## src/rtl/div_seq_ctrl_pkg.sv

```systemverilog
// Shared M-extension constants for the sequential divider.
// Holds FSM state encoding, divide op codes and op helpers.
package div_seq_ctrl_pkg;

  typedef enum logic [1:0] {
    ST_IDLE = 2'd0,
    ST_CALC = 2'd1,
    ST_FIX  = 2'd2
  } state_e;

  typedef enum logic [1:0] {
    OP_DIV  = 2'b00,
    OP_DIVU = 2'b01,
    OP_REM  = 2'b10,
    OP_REMU = 2'b11
  } op_e;

  localparam logic [6:0] OPC_OP        = 7'b0110011;
  localparam logic [6:0] FUNCT7_MULDIV = 7'b0000001;
  localparam logic [2:0] F3_DIV        = 3'b100;
  localparam logic [2:0] F3_DIVU       = 3'b101;
  localparam logic [2:0] F3_REM        = 3'b110;
  localparam logic [2:0] F3_REMU       = 3'b111;

  function automatic logic op_signed(op_e op);
    return !op[0];
  endfunction

  function automatic logic op_rem(op_e op);
    return op[1];
  endfunction

endpackage

```

## src/rtl/div_seq_ctrl_if.sv

```systemverilog
// Request/response bundle between a requester and the divider.
// Master drives the request and flush, slave returns status and result.
interface div_seq_ctrl_if #(
  parameter int N = 32
);
  logic         start;
  logic [1:0]   op;
  logic [N-1:0] dividend;
  logic [N-1:0] divisor;
  logic         flush;
  logic         busy;
  logic         done;
  logic [N-1:0] result;

  modport master (
    output start, op, dividend, divisor, flush,
    input  busy, done, result
  );

  modport slave (
    input  start, op, dividend, divisor, flush,
    output busy, done, result
  );
endinterface

```

## src/rtl/div_seq_ctrl_divu_iter.sv

```systemverilog
// One restoring-division step on magnitudes, MSB-first.
// The extra difference bit acts as the borrow that decides restore.
module divu_iter #(
  parameter int N = 32
) (
  input  logic [N:0]   rem_i,
  input  logic [N-1:0] quo_i,
  input  logic [N-1:0] dsr_i,
  output logic [N:0]   rem_o,
  output logic [N-1:0] quo_o
);

  logic [N:0]   sh;
  logic [N+1:0] diff;
  logic         neg;

  assign sh    = {rem_i[N-1:0], quo_i[N-1]};
  assign diff  = {1'b0, sh} - {2'b00, dsr_i};
  assign neg   = diff[N+1];
  assign rem_o = neg ? sh : diff[N:0];
  assign quo_o = {quo_i[N-2:0], ~neg};

endmodule

```

## src/rtl/div_seq_ctrl.sv

```systemverilog
// Sequential RV32M-style divider: IDLE -> CALC (N steps) -> FIX.
// Signs are stripped at accept and reapplied in FIX.
module div_seq_ctrl
  import div_seq_ctrl_pkg::*;
#(
  parameter int N = 32
) (
  input logic           clk,
  input logic           rst,
  div_seq_ctrl_if.slave bus
);

  localparam int CW = $clog2(N);
  localparam logic [N-1:0] MIN_NEG = {1'b1, {(N-1){1'b0}}};
  localparam logic [CW-1:0] CNT_LAST = CW'(N - 1);

  state_e        state_q;
  logic [CW-1:0] cnt_q;
  op_e           op_q;
  logic [N:0]    rem_q;
  logic [N-1:0]  quo_q;
  logic [N-1:0]  dsr_q;
  logic          qneg_q;
  logic          rneg_q;
  logic [N-1:0]  result_q;
  logic          done_q;
  logic          busy_q;

  logic [N:0]    rem_d;
  logic [N-1:0]  quo_d;

  op_e           op_in;
  logic          sgn_in;
  logic          a_neg;
  logic          b_neg;
  logic [N-1:0]  a_mag;
  logic [N-1:0]  b_mag;
  logic          div0;
  logic          ovf;
  logic [N-1:0]  q_fin;
  logic [N-1:0]  r_fin;
  logic [N-1:0]  res_fin;

  assign op_in  = op_e'(bus.op);
  assign sgn_in = op_signed(op_in);
  assign a_neg  = sgn_in & bus.dividend[N-1];
  assign b_neg  = sgn_in & bus.divisor[N-1];
  assign a_mag  = a_neg ? ('0 - bus.dividend) : bus.dividend;
  assign b_mag  = b_neg ? ('0 - bus.divisor) : bus.divisor;
  assign div0   = (bus.divisor == '0);
  assign ovf    = sgn_in & (bus.dividend == MIN_NEG)
                & (&bus.divisor);

  assign q_fin   = qneg_q ? ('0 - quo_q) : quo_q;
  assign r_fin   = rneg_q ? ('0 - rem_q[N-1:0]) : rem_q[N-1:0];
  assign res_fin = op_rem(op_q) ? r_fin : q_fin;

  divu_iter #(.N(N)) u_iter (
    .rem_i (rem_q),
    .quo_i (quo_q),
    .dsr_i (dsr_q),
    .rem_o (rem_d),
    .quo_o (quo_d)
  );

  always_ff @(posedge clk) begin
    if (rst) begin
      state_q  <= ST_IDLE;
      cnt_q    <= '0;
      op_q     <= OP_DIV;
      rem_q    <= '0;
      quo_q    <= '0;
      dsr_q    <= '0;
      qneg_q   <= 1'b0;
      rneg_q   <= 1'b0;
      result_q <= '0;
      done_q   <= 1'b0;
      busy_q   <= 1'b0;
    end else if (bus.flush) begin
      state_q <= ST_IDLE;
      cnt_q   <= '0;
      done_q  <= 1'b0;
      busy_q  <= 1'b0;
    end else begin
      done_q <= 1'b0;
      unique case (state_q)
        ST_IDLE: begin
          if (bus.start) begin
            op_q   <= op_in;
            dsr_q  <= b_mag;
            cnt_q  <= '0;
            busy_q <= 1'b1;
            // Special cases preload final quo/rem so FIX is shared.
            if (div0) begin
              quo_q   <= '1;
              rem_q   <= {1'b0, bus.dividend};
              qneg_q  <= 1'b0;
              rneg_q  <= 1'b0;
              state_q <= ST_FIX;
            end else if (ovf) begin
              quo_q   <= MIN_NEG;
              rem_q   <= '0;
              qneg_q  <= 1'b0;
              rneg_q  <= 1'b0;
              state_q <= ST_FIX;
            end else begin
              quo_q   <= a_mag;
              rem_q   <= '0;
              qneg_q  <= a_neg ^ b_neg;
              rneg_q  <= a_neg;
              state_q <= ST_CALC;
            end
          end
        end
        ST_CALC: begin
          rem_q <= rem_d;
          quo_q <= quo_d;
          cnt_q <= cnt_q + 1'b1;
          if (cnt_q == CNT_LAST) begin
            cnt_q   <= '0;
            state_q <= ST_FIX;
          end
        end
        ST_FIX: begin
          result_q <= res_fin;
          done_q   <= 1'b1;
          busy_q   <= 1'b0;
          state_q  <= ST_IDLE;
        end
        default: begin
          busy_q  <= 1'b0;
          state_q <= ST_IDLE;
        end
      endcase
    end
  end

  assign bus.busy   = busy_q;
  assign bus.done   = done_q;
  assign bus.result = result_q;

endmodule

```

## src/flat_wrapper.sv

```systemverilog
// flat-port wrapper written by rule: the top's interface ports become plain ports
module div_seq_ctrl_flat import div_seq_ctrl_pkg::*;
#(
  parameter int N = 32
)
  (clk, rst, bus_start, bus_op, bus_dividend, bus_divisor, bus_flush, bus_busy, bus_done, bus_result);
  div_seq_ctrl_if #(.N(N)) bus_i ();
  input logic clk;
  input logic rst;
  input wire logic [$bits(bus_i.start)-1:0] bus_start;
  input wire logic [$bits(bus_i.op)-1:0] bus_op;
  input wire logic [$bits(bus_i.dividend)-1:0] bus_dividend;
  input wire logic [$bits(bus_i.divisor)-1:0] bus_divisor;
  input wire logic [$bits(bus_i.flush)-1:0] bus_flush;
  output wire logic [$bits(bus_i.busy)-1:0] bus_busy;
  output wire logic [$bits(bus_i.done)-1:0] bus_done;
  output wire logic [$bits(bus_i.result)-1:0] bus_result;
  assign bus_i.start = bus_start;
  assign bus_i.op = bus_op;
  assign bus_i.dividend = bus_dividend;
  assign bus_i.divisor = bus_divisor;
  assign bus_i.flush = bus_flush;
  assign bus_busy = bus_i.busy;
  assign bus_done = bus_i.done;
  assign bus_result = bus_i.result;
  div_seq_ctrl #(.N(N)) u_core (.clk(clk), .rst(rst), .bus(bus_i));
endmodule
```

## config.mk

```make
export PLATFORM = sky130hd
export DESIGN_NAME = div_seq_ctrl_flat
export DESIGN_NICKNAME = d
export VERILOG_FILES = /design/src/rtl/div_seq_ctrl_pkg.sv /design/src/rtl/div_seq_ctrl_if.sv /design/src/rtl/div_seq_ctrl_divu_iter.sv /design/src/rtl/div_seq_ctrl.sv /design/src/flat_wrapper.sv
export SDC_FILE = /design/constraint.sdc
export NUM_CORES = 1
export LEC_CHECK = 0
export CAP_MARGIN = 15
export CORE_MARGIN = 2
export CORE_UTILIZATION = 50
export DETAILED_ROUTE_END_ITERATION = 12
export PLACE_DENSITY_LB_ADDON = 0.15
export SLEW_MARGIN = 20
export SYNTH_ARGS = -nofsm -noshare
export SYNTH_HDL_FRONTEND = slang
export SYNTH_HIERARCHICAL = 1
export SYNTH_SLANG_ARGS = --single-unit
```

## constraint.sdc

```tcl
create_clock -name clk -period 5.3 [get_ports clk]
set_input_delay 0.795 -clock clk [delete_from_list [all_inputs] [get_ports clk]]
set_output_delay 0.795 -clock clk [all_outputs]
set_load 0.05 [all_outputs]
```

* Word level (Yosys, flattened, before mapping)
Index checks and enable logic that the tools add are counted.
** Operators by class
- Add/sub/neg operators :: 6
- $mul :: 0
- Div/mod/pow operators :: 0
- $lt $le $gt $ge :: 0
- Equal/unequal tests :: 6
- Shift operators :: 0
- Multiplexer cells :: 28
- Bitwise gates (word level) :: 8
- Reduce and logical (&&, ||, !) cells :: 12
** Operator list (count)
- 2-to-1 mux 32 bit :: 11
- one-hot mux 32 bit (2 select lines) :: 2
- subtractor 1 x 32 -> 32 bit, first input constant :: 4
- subtractor 33 x 32 -> 34 bit :: 1
- equality test 32 bit, second input constant :: 1
- zero test 32 bit :: 1
- AND reduction 32 bit :: 1
- 2-to-1 mux 5 bit :: 2
- one-hot mux 5 bit (2 select lines) :: 1
- 2-to-1 mux 2 bit :: 4
- AND reduction 2 bit :: 4
- 2-to-1 mux 1 bit :: 6
- AND reduction 3 bit :: 2
- adder 5 x 1 -> 5 bit, second input constant :: 1
- equality test 5 bit, second input constant :: 1
- bitwise AND 1 bit :: 4
- one-hot mux 2 bit (2 select lines) :: 1
- NOT 1 bit :: 3
- equality test 2 x 1 -> 1 bit, second input constant :: 1
- equality test 2 bit, second input constant :: 1
- zero test 2 bit :: 1
- != test 2 x 1 -> 1 bit, second input constant :: 1
- != test 2 bit, second input constant :: 1
- one-hot mux 1 bit (2 select lines) :: 1
- 4 further kinds :: 4
** Word-level totals
- Register bits :: 141
- Bits in latches :: 0
- Bits in writable memories :: 0
- ROM bits :: 0
- Bits of input ports :: 70
- Output and inout port bits :: 34
- Word-level logic and storage cells :: 71
- Memories kept :: 0

* Logic depth before layout (Yosys ltp)
Gate-level depths: netlist of the first run.
- Depth after elaboration :: 7
- Gate-level depth with buffers :: 15
- Depth with buffers taken out :: 14

* Modules after synthesis
The synthesis of the first run kept the hierarchy.
** By module, submodules not included
- div_seq_ctrl :: instances 1, cells an instance 1063, area each 8426.8 um^2, seq. area each 2822.7 um^2
- divu_iter :: instances 1, cells an instance 396, area each 2613.8 um^2, seq. area each 0.0 um^2

* Least setup slack after synthesis of the first run
Ideal clock, no wire load.
- Kind :: register to register
- Start :: reg u_core.quo_q[31]
- End :: reg u_core.rem_q[26]
- Library setup time :: 0.132 ns
- Data arrival time :: 2.733 ns
- Data required time :: 5.168 ns
- Slack :: 2.435 ns
- Stages on the path, launching flop included :: 14
- Path buffers :: 0
- Clock period less this slack :: 2.865 ns
- Cells stage by stage :: dfxtp_1 -> inv_1 -> ha_1 -> inv_1 -> fa_1 -> a211oi_1 -> o211a_1 -> o41ai_1 -> nor2_1 -> nor2_1 -> or4_1 -> a41o_1 -> a221oi_1 -> nor3_1
** Between the ends
- Cells in the longest elaborated chain, start to end :: 3
** Ends and longest elaborated chain
- from (decl) :: line div_seq_ctrl.sv:21 : logic [N-1:0] quo_q;
- from (signal assigned) :: line div_seq_ctrl.sv:107 : quo_q <= a_mag;
- from (signal assigned) :: line div_seq_ctrl.sv:117 : quo_q <= quo_d;
- subtractor 33 x 32 -> 34 bit :: line div_seq_ctrl_divu_iter.sv:18 : assign diff = {1'b0, sh} - {2'b00, dsr_i};
- 2-to-1 mux 32 bit :: line div_seq_ctrl_divu_iter.sv:20 : assign rem_o = neg ? sh : diff[N:0];
- via u_core.rem_d[26] :: line div_seq_ctrl.sv:29 : logic [N:0] rem_d;
- one-hot mux 32 bit (2 select lines) :: line div_seq_ctrl.sv:86 : unique case (state_q)
- to (signal assigned) :: line div_seq_ctrl.sv:96 : rem_q <= {1'b0, bus.dividend};
- to (signal assigned) :: line div_seq_ctrl.sv:116 : rem_q <= rem_d;
- to (decl) :: line div_seq_ctrl.sv:20 : logic [N:0] rem_q;
The timed path passes the listed nets, and every way through them passes these cells.
A chain may end at the register's enable or synchronous reset.

* Worst setup path in the final report of the first run
- Start :: in bus_divisor[2]
- End :: reg u_core.quo_q[1]
** Between the ends
- Cells in the longest elaborated chain, start to end :: 6
- Elaborated cells between the ends (all ways) :: 7
- Those cells by class :: 4 x mux; 1 x bitwise; 2 x reduce/logical
** Ends and longest elaborated chain
- from (decl) :: line flat_wrapper.sv:13 : input wire logic [$bits(bus_i.divisor)-1:0] bus_divisor;
- AND reduction 32 bit :: line div_seq_ctrl.sv:52 : & (&bus.divisor);
- bitwise AND 1 bit :: line div_seq_ctrl.sv:52
- 2-to-1 mux 32 bit :: line div_seq_ctrl.sv:100 : end else if (ovf) begin
- 2-to-1 mux 32 bit (*) :: line div_seq_ctrl.sv:94 : if (div0) begin
- 2-to-1 mux 32 bit (*) :: line div_seq_ctrl.sv:88 : if (bus.start) begin
- one-hot mux 32 bit (2 select lines) (*) :: line div_seq_ctrl.sv:86
Mark *: on every way between the ends. The rest lies on a longest branch, timed or not. The select of a mux whose other input is x is not followed.

==> metrics.md, run 1 <==
| Metric | Value |
|---|---|
| Outcome | `finished, final reports clean` |
| Cell Area, Synth | `about 0.011 sq mm` |
| Vert. Die Dim | `about 150 microns` |
| CTS tree | `built` |
| Leak Pwr | `between 4 and 5 nW` |
| Fmax | `260.4 MHz` |
| Ant diodes | `0` |
| Share of layout cells above drive strength 1 | `under 10%` |
| GR Util All Layers | `between 20% and 30%` |
| DR vias | `roughly 11000` |
| First-pass GRT wire length | `around 55000 microns` |
| Tcrit/Tclk final | `between 70 and 80%` |
| Hold slack | `0.4511 ns` |
| Largest net degree at the start of global routing | `60` |
| Power Density | `292.7 mW/mm^2` |
| Final setup TNS | `0 ns` |
| RSZ-0062 raised after global routing | `false` |
| CTS HTree Levels | `4` |
| Clock Tree Buf Depth | `2` |
| Most frequent cells in the layout | `dfxtp_1 (140), nand2_1 (134), nor2_1 (130)` |
| Worst hold start | `u_core/bus.result[5]$_SDFFE_PP0P_` |
| Hold_buf cts | `0` |
| Die X | `around 150 microns` |
| Gp weighted congestion | `0.9402` |
| Post-CTS sizing | `0` |
| CP startpoint | `bus_divisor[2]` |
| Relative slew slack | `between 20% and 30%` |
| Crit end category | `flip-flop` |
| Pwr Total | `between 3 and 4 mW` |
| Vias in the first global route | `between 10000 and 15000` |
| Area growth syn-to-layout | `13.40%` |
| Worst slew pin tran | `around 1.1 ns` |
| CP Class | `in2reg` |
| CP Launch Type | `input port` |
| Syn Area/Cell | `between 7 and 8 sq um` |
| Max VDD drop | `about 0.00022 V` |
| Fillers | `approximately 2000` |
| Slowest Stage Delay on Critical Path | `about 0.75 ns` |
| Met3 GRT Util | `4.335%` |
| Post-Synthesis Net Count | `1557` |
| Clock sinks | `between 100 and 150` |
| Non-Filler Instances | `approximately 1700` |
| Initial antenna violation count | `0` |
| Worst Clk Skew | `0.01282 ns` |
| Io pins | `between 100 and 150` |
| Final hold vios | `0` |
| Type of the tightest min-delay check | `reg2reg` |
| Syn. warnings | `6` |
| Pre-Repair DR Iteration Count | `5` |
| Crit-path cells | `clkdlybuf4s50_1 -> nor4_1 -> and4b_1 -> nand4_1 -> nand2_1 -> nor2_1 -> a221oi_1` |
| Drt via density | `6.318` |
| Worst EP required | `5.64 ns` |
| Die area | `between 0.02 and 0.025 sq mm` |
| Final setup viols | `0` |
| Clock root buffer | `clkbuf_16` |
| R2r startpoint | `u_core/rem_q[5]$_SDFFE_PP0P_` |
| Placed cells | `about 1700` |
| M1 GR Usage | `40.73%` |
| Worst-Skew Late Latency | `approximately 0.43 ns` |
| Core area | `between 0.02 and 0.025 sq mm` |
| Post-route DRC | `0` |
| R2R Setup Slk | `1.66 ns` |
| CTS Buf Count | `17` |
| Max-cap viol count | `0` |
| Drt initial violations | `around 940` |
| WP data arrival | `between 4 and 5 ns` |
| Minimum clock period | `between 3 and 4 ns` |
| Most Crowded Layer GR | `met2` |
| DRT antenna net count | `0` |
| Max-slew violations | `0` |
| DR WL/cell | `around 20 microns` |
| Final wirelength | `34470 microns` |
| Register clock-pin slew on the reported worst setup and hold paths | `~0.070 ns` |
| Site Rows | `54` |
| I/O Buffers | `between 100 and 150` |
| GR Overflow Total | `0` |
| Slowest cell on the critical path | `nor4_1` |
| Fin nets | `1565` |
| Most common cell after layout, fill and taps aside | `dfxtp_1` |
| Dpl hpwl | `~26000 microns` |
| Met2 global-route usage | `between 40% and 50%` |
| Post-synthesis cell count | `1447` |
| Initial Utilization | `roughly half` |
| CP max FO | `16` |
| Setup Buffers After CTS | `0` |
state kept, by name (all words and copies together) (netlist names):
signal and cells:
u_core/rneg_q 1, u_core/bus.done 1, u_core/rem_q 32, u_core/bus.result 32, u_core/state_q 2, u_core/op_q 1
u_core/dsr_q 32, u_core/bus.busy 1, u_core/quo_q 32, u_core/qneg_q 1, u_core/cnt_q 5
layer usage:
| metal | routed length (microns) | vias up |
|---|---|---|
| met3 | 2050 | 62 |
| met4 | 1007 | 0 |
| met2 | 15610 | 413 |
| met1 | 15800 | 5236 |
| met5 | 0 | - |
| li1 | - | 5332 |
worst paths after layout:
check                                                         end  cells past startpoint
worst min-delay path            u_core/bus.result[5]$_SDFFE_PP0P_                      2
worst min register to register  u_core/bus.result[5]$_SDFFE_PP0P_                      2
worst max register to register      u_core/rem_q[26]$_SDFFE_PP0P_                     11
worst max-delay path                 u_core/quo_q[1]$_SDFFE_PP0P_                      7
report_power, final:
group / internal (mW) / switching [mW]
logic: 0.454 / 0.676
registers: 1.11 / 0.0962
clock network: 0.781 / 0.522
cell type report:
cell class | count | area (sq um) | share of cell area (%)
multi-input combinational | 1127 | 7318 | 58.87
sequential | 140 | 2803 | 22.55
timing repair buffer | 116 | 1126 | 9.059
clock buffer | 19 | 452.9 | 3.644
tap | 280 | 350.3 | 2.818
inverter | 53 | 198.9 | 1.600
clock inverter | 13 | 181.4 | 1.459
worst max-delay path, delay by kind of cell:
kind	cells	cell delay (ns)
compound gates	1	0.34
buf+inv	1	0.51
simple gates	5	2.52
stage by stage:
step | setup slack (ns) | cell area (sq um) | util, %
4_1_cts | 1.614 | 12430 | 57.30
5_1_grt | 1.289 | 12430 | 57.32
6_report | 1.460 | 12430 | 57.32
3_3_place_gp | 1.255 | 11790 | 54.37
2_1_floorplan | 2.435 | 10960 | -
3_5_place_dp | 1.156 | 11790 | 54.38
No activity file was read; power rests on OpenSTA's default activity.
==> inputs of run 2 (changes only) <==
Clock period 5.3 ns to 3.3 ns, I/O delays scaled along.
==> run 2 against run 1 <==
  * Clock-buffer cell count down 1
  * Via count up 5.1%
  * First-iteration DRC count up 30%
  * Clock skew down 0.0049 ns
  * Routed wire length up 6.4%
  * Clock power up 45%
  * Cell area up 5.4%
  * Non-clock buffer count up 89
  * Sequential power up 56%
  * Critical endpoint is now u_core/rem_q[26]$_SDFFE_PP0P_
  * Global-route usage up 1.2 points
  * Die area unchanged
  * Hold slack better by 0.0023 ns
==> metrics.md, run 2 (synthesized netlist as in run 1, its figures left out) <==
| Metric | Value |
|---|---|
| DRT antenna net count | `0 (unchanged)` |
| Worst-Skew Late Latency | `0.43 ns (about the same)` |
| Leak Pwr | `4.811 nW (was 4.410 nW)` |
| Register clock-pin slew on the reported worst setup and hold paths | `0.07 ns (about the same)` |
| Final hold vios | `0 (unchanged)` |
| Max-slew violations | `0 (unchanged)` |
| Minimum clock period | `approximately 3.2 ns` |
| Die area | `0.02312 sq mm (unchanged)` |
| Site Rows | `54 (unchanged)` |
| Place WS | `0.02634 ns (was 1.156 ns)` |
| Initial Utilization | `50.54% (unchanged)` |
| Placed cells | `1804 (was 1716)` |
| Tcrit/Tclk final | `96.74%` |
| Fin nets | `1656 (was 1565)` |
| Most common cell after layout, fill and taps aside | `dfxtp_1 (unchanged)` |
| Max VDD drop | `0.0003113 V (was 0.0002200 V)` |
| GR Util All Layers | `30.49% (was 29.28%)` |
| Drt via density | `6.308 (was 6.318)` |
| Dpl hpwl | `27400 microns (was 26000 microns)` |
| R2r startpoint | `u_core/quo_q[31]$_SDFFE_PP0P_ (was u_core/rem_q[5]$_SDFFE_PP0P_)` |
| M1 GR Usage | `41.75% (was 40.73%)` |
| Die X | `152.1 microns (unchanged)` |
| Final setup viols | `0 (unchanged)` |
| Most Crowded Layer GR | `met2 (unchanged)` |
| CTS HTree Levels | `4 (unchanged)` |
| Worst EP required | `3.59 ns (was 5.64 ns)` |
| Slowest Stage Delay on Critical Path | `0.43 ns (was 0.75 ns)` |
| Share of layout cells above drive strength 1 | `11.61% (was 5.790%)` |
| Met2 global-route usage | `48.52% (was 46.37%)` |
| Non-Filler Instances | `1839 (was 1748)` |
| Drt initial violations | `1223 (was 944)` |
| I/O Buffers | `103 (unchanged)` |
| Pre-Repair DR Iteration Count | `7 (was 5)` |
| CP Launch Type | `flip-flop (was input port)` |
| Vias in the first global route | `10760 (was 10010)` |
| Outcome | `finished, final reports clean (unchanged)` |
| Power Density | `449.0 mW/mm^2 (was 292.7 mW/mm^2)` |
| Final wirelength | `36670 microns (was 34470 microns)` |
| CP startpoint | `u_core/quo_q[31]$_SDFFE_PP0P_ (was bus_divisor[2])` |
| Area growth syn-to-layout | `19.55% (was 13.40%)` |
| Clock Tree Buf Depth | `2 (unchanged)` |
| Clock root buffer | `clkbuf_16 (unchanged)` |
| Slowest cell on the critical path | `or4_1 (was nor4_1)` |
| Crit end category | `flip-flop (unchanged)` |
| CTS Buf Count | `17 (unchanged)` |
| Core area | `0.02169 sq mm (unchanged)` |
| Type of the tightest min-delay check | `reg2reg (unchanged)` |
| Gp weighted congestion | `0.9534 (was 0.9402)` |
| First-pass GRT wire length | `57590 microns (was 54970 microns)` |
| Worst slew pin tran | `0.9032 ns (was 1.061 ns)` |
| Worst Slack Setup Final | `0.1076 ns (was 1.460 ns)` |
| Worst hold start | `u_core/bus.result[5]$_SDFFE_PP0P_ (unchanged)` |
| Post-route DRC | `0 (unchanged)` |
| Worst Clk Skew | `0.007895 ns (was 0.01282 ns)` |
| Io pins | `104 (unchanged)` |
| Met3 GRT Util | `4.221% (was 4.335%)` |
| DR WL/cell | `19.94 microns (was 19.72 microns)` |
| Hold slack | `0.4533 ns (was 0.4511 ns)` |
| DR vias | `11600 (was 11040)` |
| Most frequent cells in the layout | `dfxtp_1 (139), nand2_1 (134), nor2_1 (129) (was dfxtp_1 (140), nand2_1 (134), nor2_1 (130))` |
| CP max FO | `5 (was 16)` |
| Relative slew slack | `39.32% (was 28.99%)` |
| Pwr Total | `5.884 mW (was 3.638 mW)` |
| Initial antenna violation count | `0 (unchanged)` |
| Vert. Die Dim | `152.1 microns (unchanged)` |
| Clock sinks | `140 (unchanged)` |
| GR Overflow Total | `0 (unchanged)` |
| CP Class | `reg2reg (was in2reg)` |
| Largest net degree at the start of global routing | `61 (was 60)` |
| CTS tree | `built (unchanged)` |
| Crit-path cells | `inv_2 -> ha_2 -> inv_1 -> fa_2 -> a211oi_2 -> o211a_1 -> o41ai_1 -> nor2_1 -> nor2_2 -> or4_1 -> a41o_1 -> a221oi_1 -> nor3_1 (was clkdlybuf4s50_1 -> nor4_1 -> and4b_1 -> nand4_1 -> nand2_1 -> nor2_1 -> a221oi_1)` |
| Ant diodes | `0 (unchanged)` |
| WP data arrival | `3.48 ns (was 4.18 ns)` |
| Fmax | `around 310 MHz` |
| Max-cap viol count | `0 (unchanged)` |
[run 2: cell count changes in the layout (fill, tap and decap cells not counted), moves of 2 or more]
| cell | before | now |
|---|---|---|
| buf_4 | 14 | 101 |
| clkbuf_8 | 2 | 0 |
| clkinvlp_4 | 0 | 6 |
| inv_6 | 2 | 5 |
| buf_12 | 0 | 2 |
| inv_8 | 3 | 1 |
| a211oi_1 | 42 | 40 |
| clkinv_4 | 4 | 0 |
| bufinv_16 | 3 | 1 |
[run 2: repair_timing]
item                                    in CTS  in global routing
gates resized for setup                      1                  9
endpoints found under the setup margin       1                 14
endpoints found under the hold margin        0                  0
setup buffers                                0                  1
cloned                                       0                  2
pin swaps                                    1                  3
hold buffers                                 0                  0
[run 2: final cells by class]
class | count | area [sq um]
Tap cell | 280 | 350.3
Fill cell | 2023 | 8583
Multi-Input combinational cell | 1129 | 7368
Sequential cell | 140 | 2804
Timing Repair Buffer | 205 | 1819
Inverter | 53 | 198.9
Clock inverter | 14 | 135.1
Clock buffer | 18 | 429.2
[run 2: stage by stage]
step | utilization [%] | instance area, sq um | setup TNS (ns)
4_1_cts | 60.12 | 13040 | 0
3_5_place_dp | 57.50 | 12470 | 0
5_1_grt | 60.42 | 13110 | -0.03394
3_3_place_gp | 57.50 | 12470 | 0
2_1_floorplan | - | 10960 | 0
6_report | 60.42 | 13110 | 0
[run 2: critical path: cells and delay by family, from the launching register on]
| kind | cells | cell delay (ns) |
|---|---|---|
| AO/OA/AOI/OAI | 5 | 1.15 |
| adder cells (fa/ha/maj) | 2 | 0.57 |
| buffers and inverters | 2 | 0.14 |
| flip-flops | 1 | 0.35 |
| AND/OR/NAND/NOR | 4 | 0.84 |
[run 2: final timing paths]
kind | depth (start not counted) | slack [ns] | end
setup / recovery | 13 | 0.11 | u_core/rem_q[26]$_SDFFE_PP0P_
hold / removal | 2 | 0.45 | u_core/bus.result[5]$_SDFFE_PP0P_
setup reg to reg | 13 | 0.11 | u_core/rem_q[26]$_SDFFE_PP0P_
hold reg to reg | 2 | 0.45 | u_core/bus.result[5]$_SDFFE_PP0P_
[run 2: metal layers]
metal  wire length [microns]  share of wire, %  vias up
met4                    1379               3.8        0
met5                       0                 0        -
met3                    2898               7.9       92
met2                   16430                45      542
met1                   15960                44     5442
li1                        -                 -     5525
[run 2: power breakdown]
part	internal (mW)	switching, mW	total [mW]
logic	0.881	1.24	2.12
clock network	1.05	0.826	1.88
registers	1.78	0.103	1.89
total	3.71	2.17	5.88
==> inputs of run 3 (changes only) <==
Settings changed: CTS_CLUSTER_SIZE set to 12.
==> results of run 3 <==
The final DEF is identical to that of run 2; final timing and power are the same.
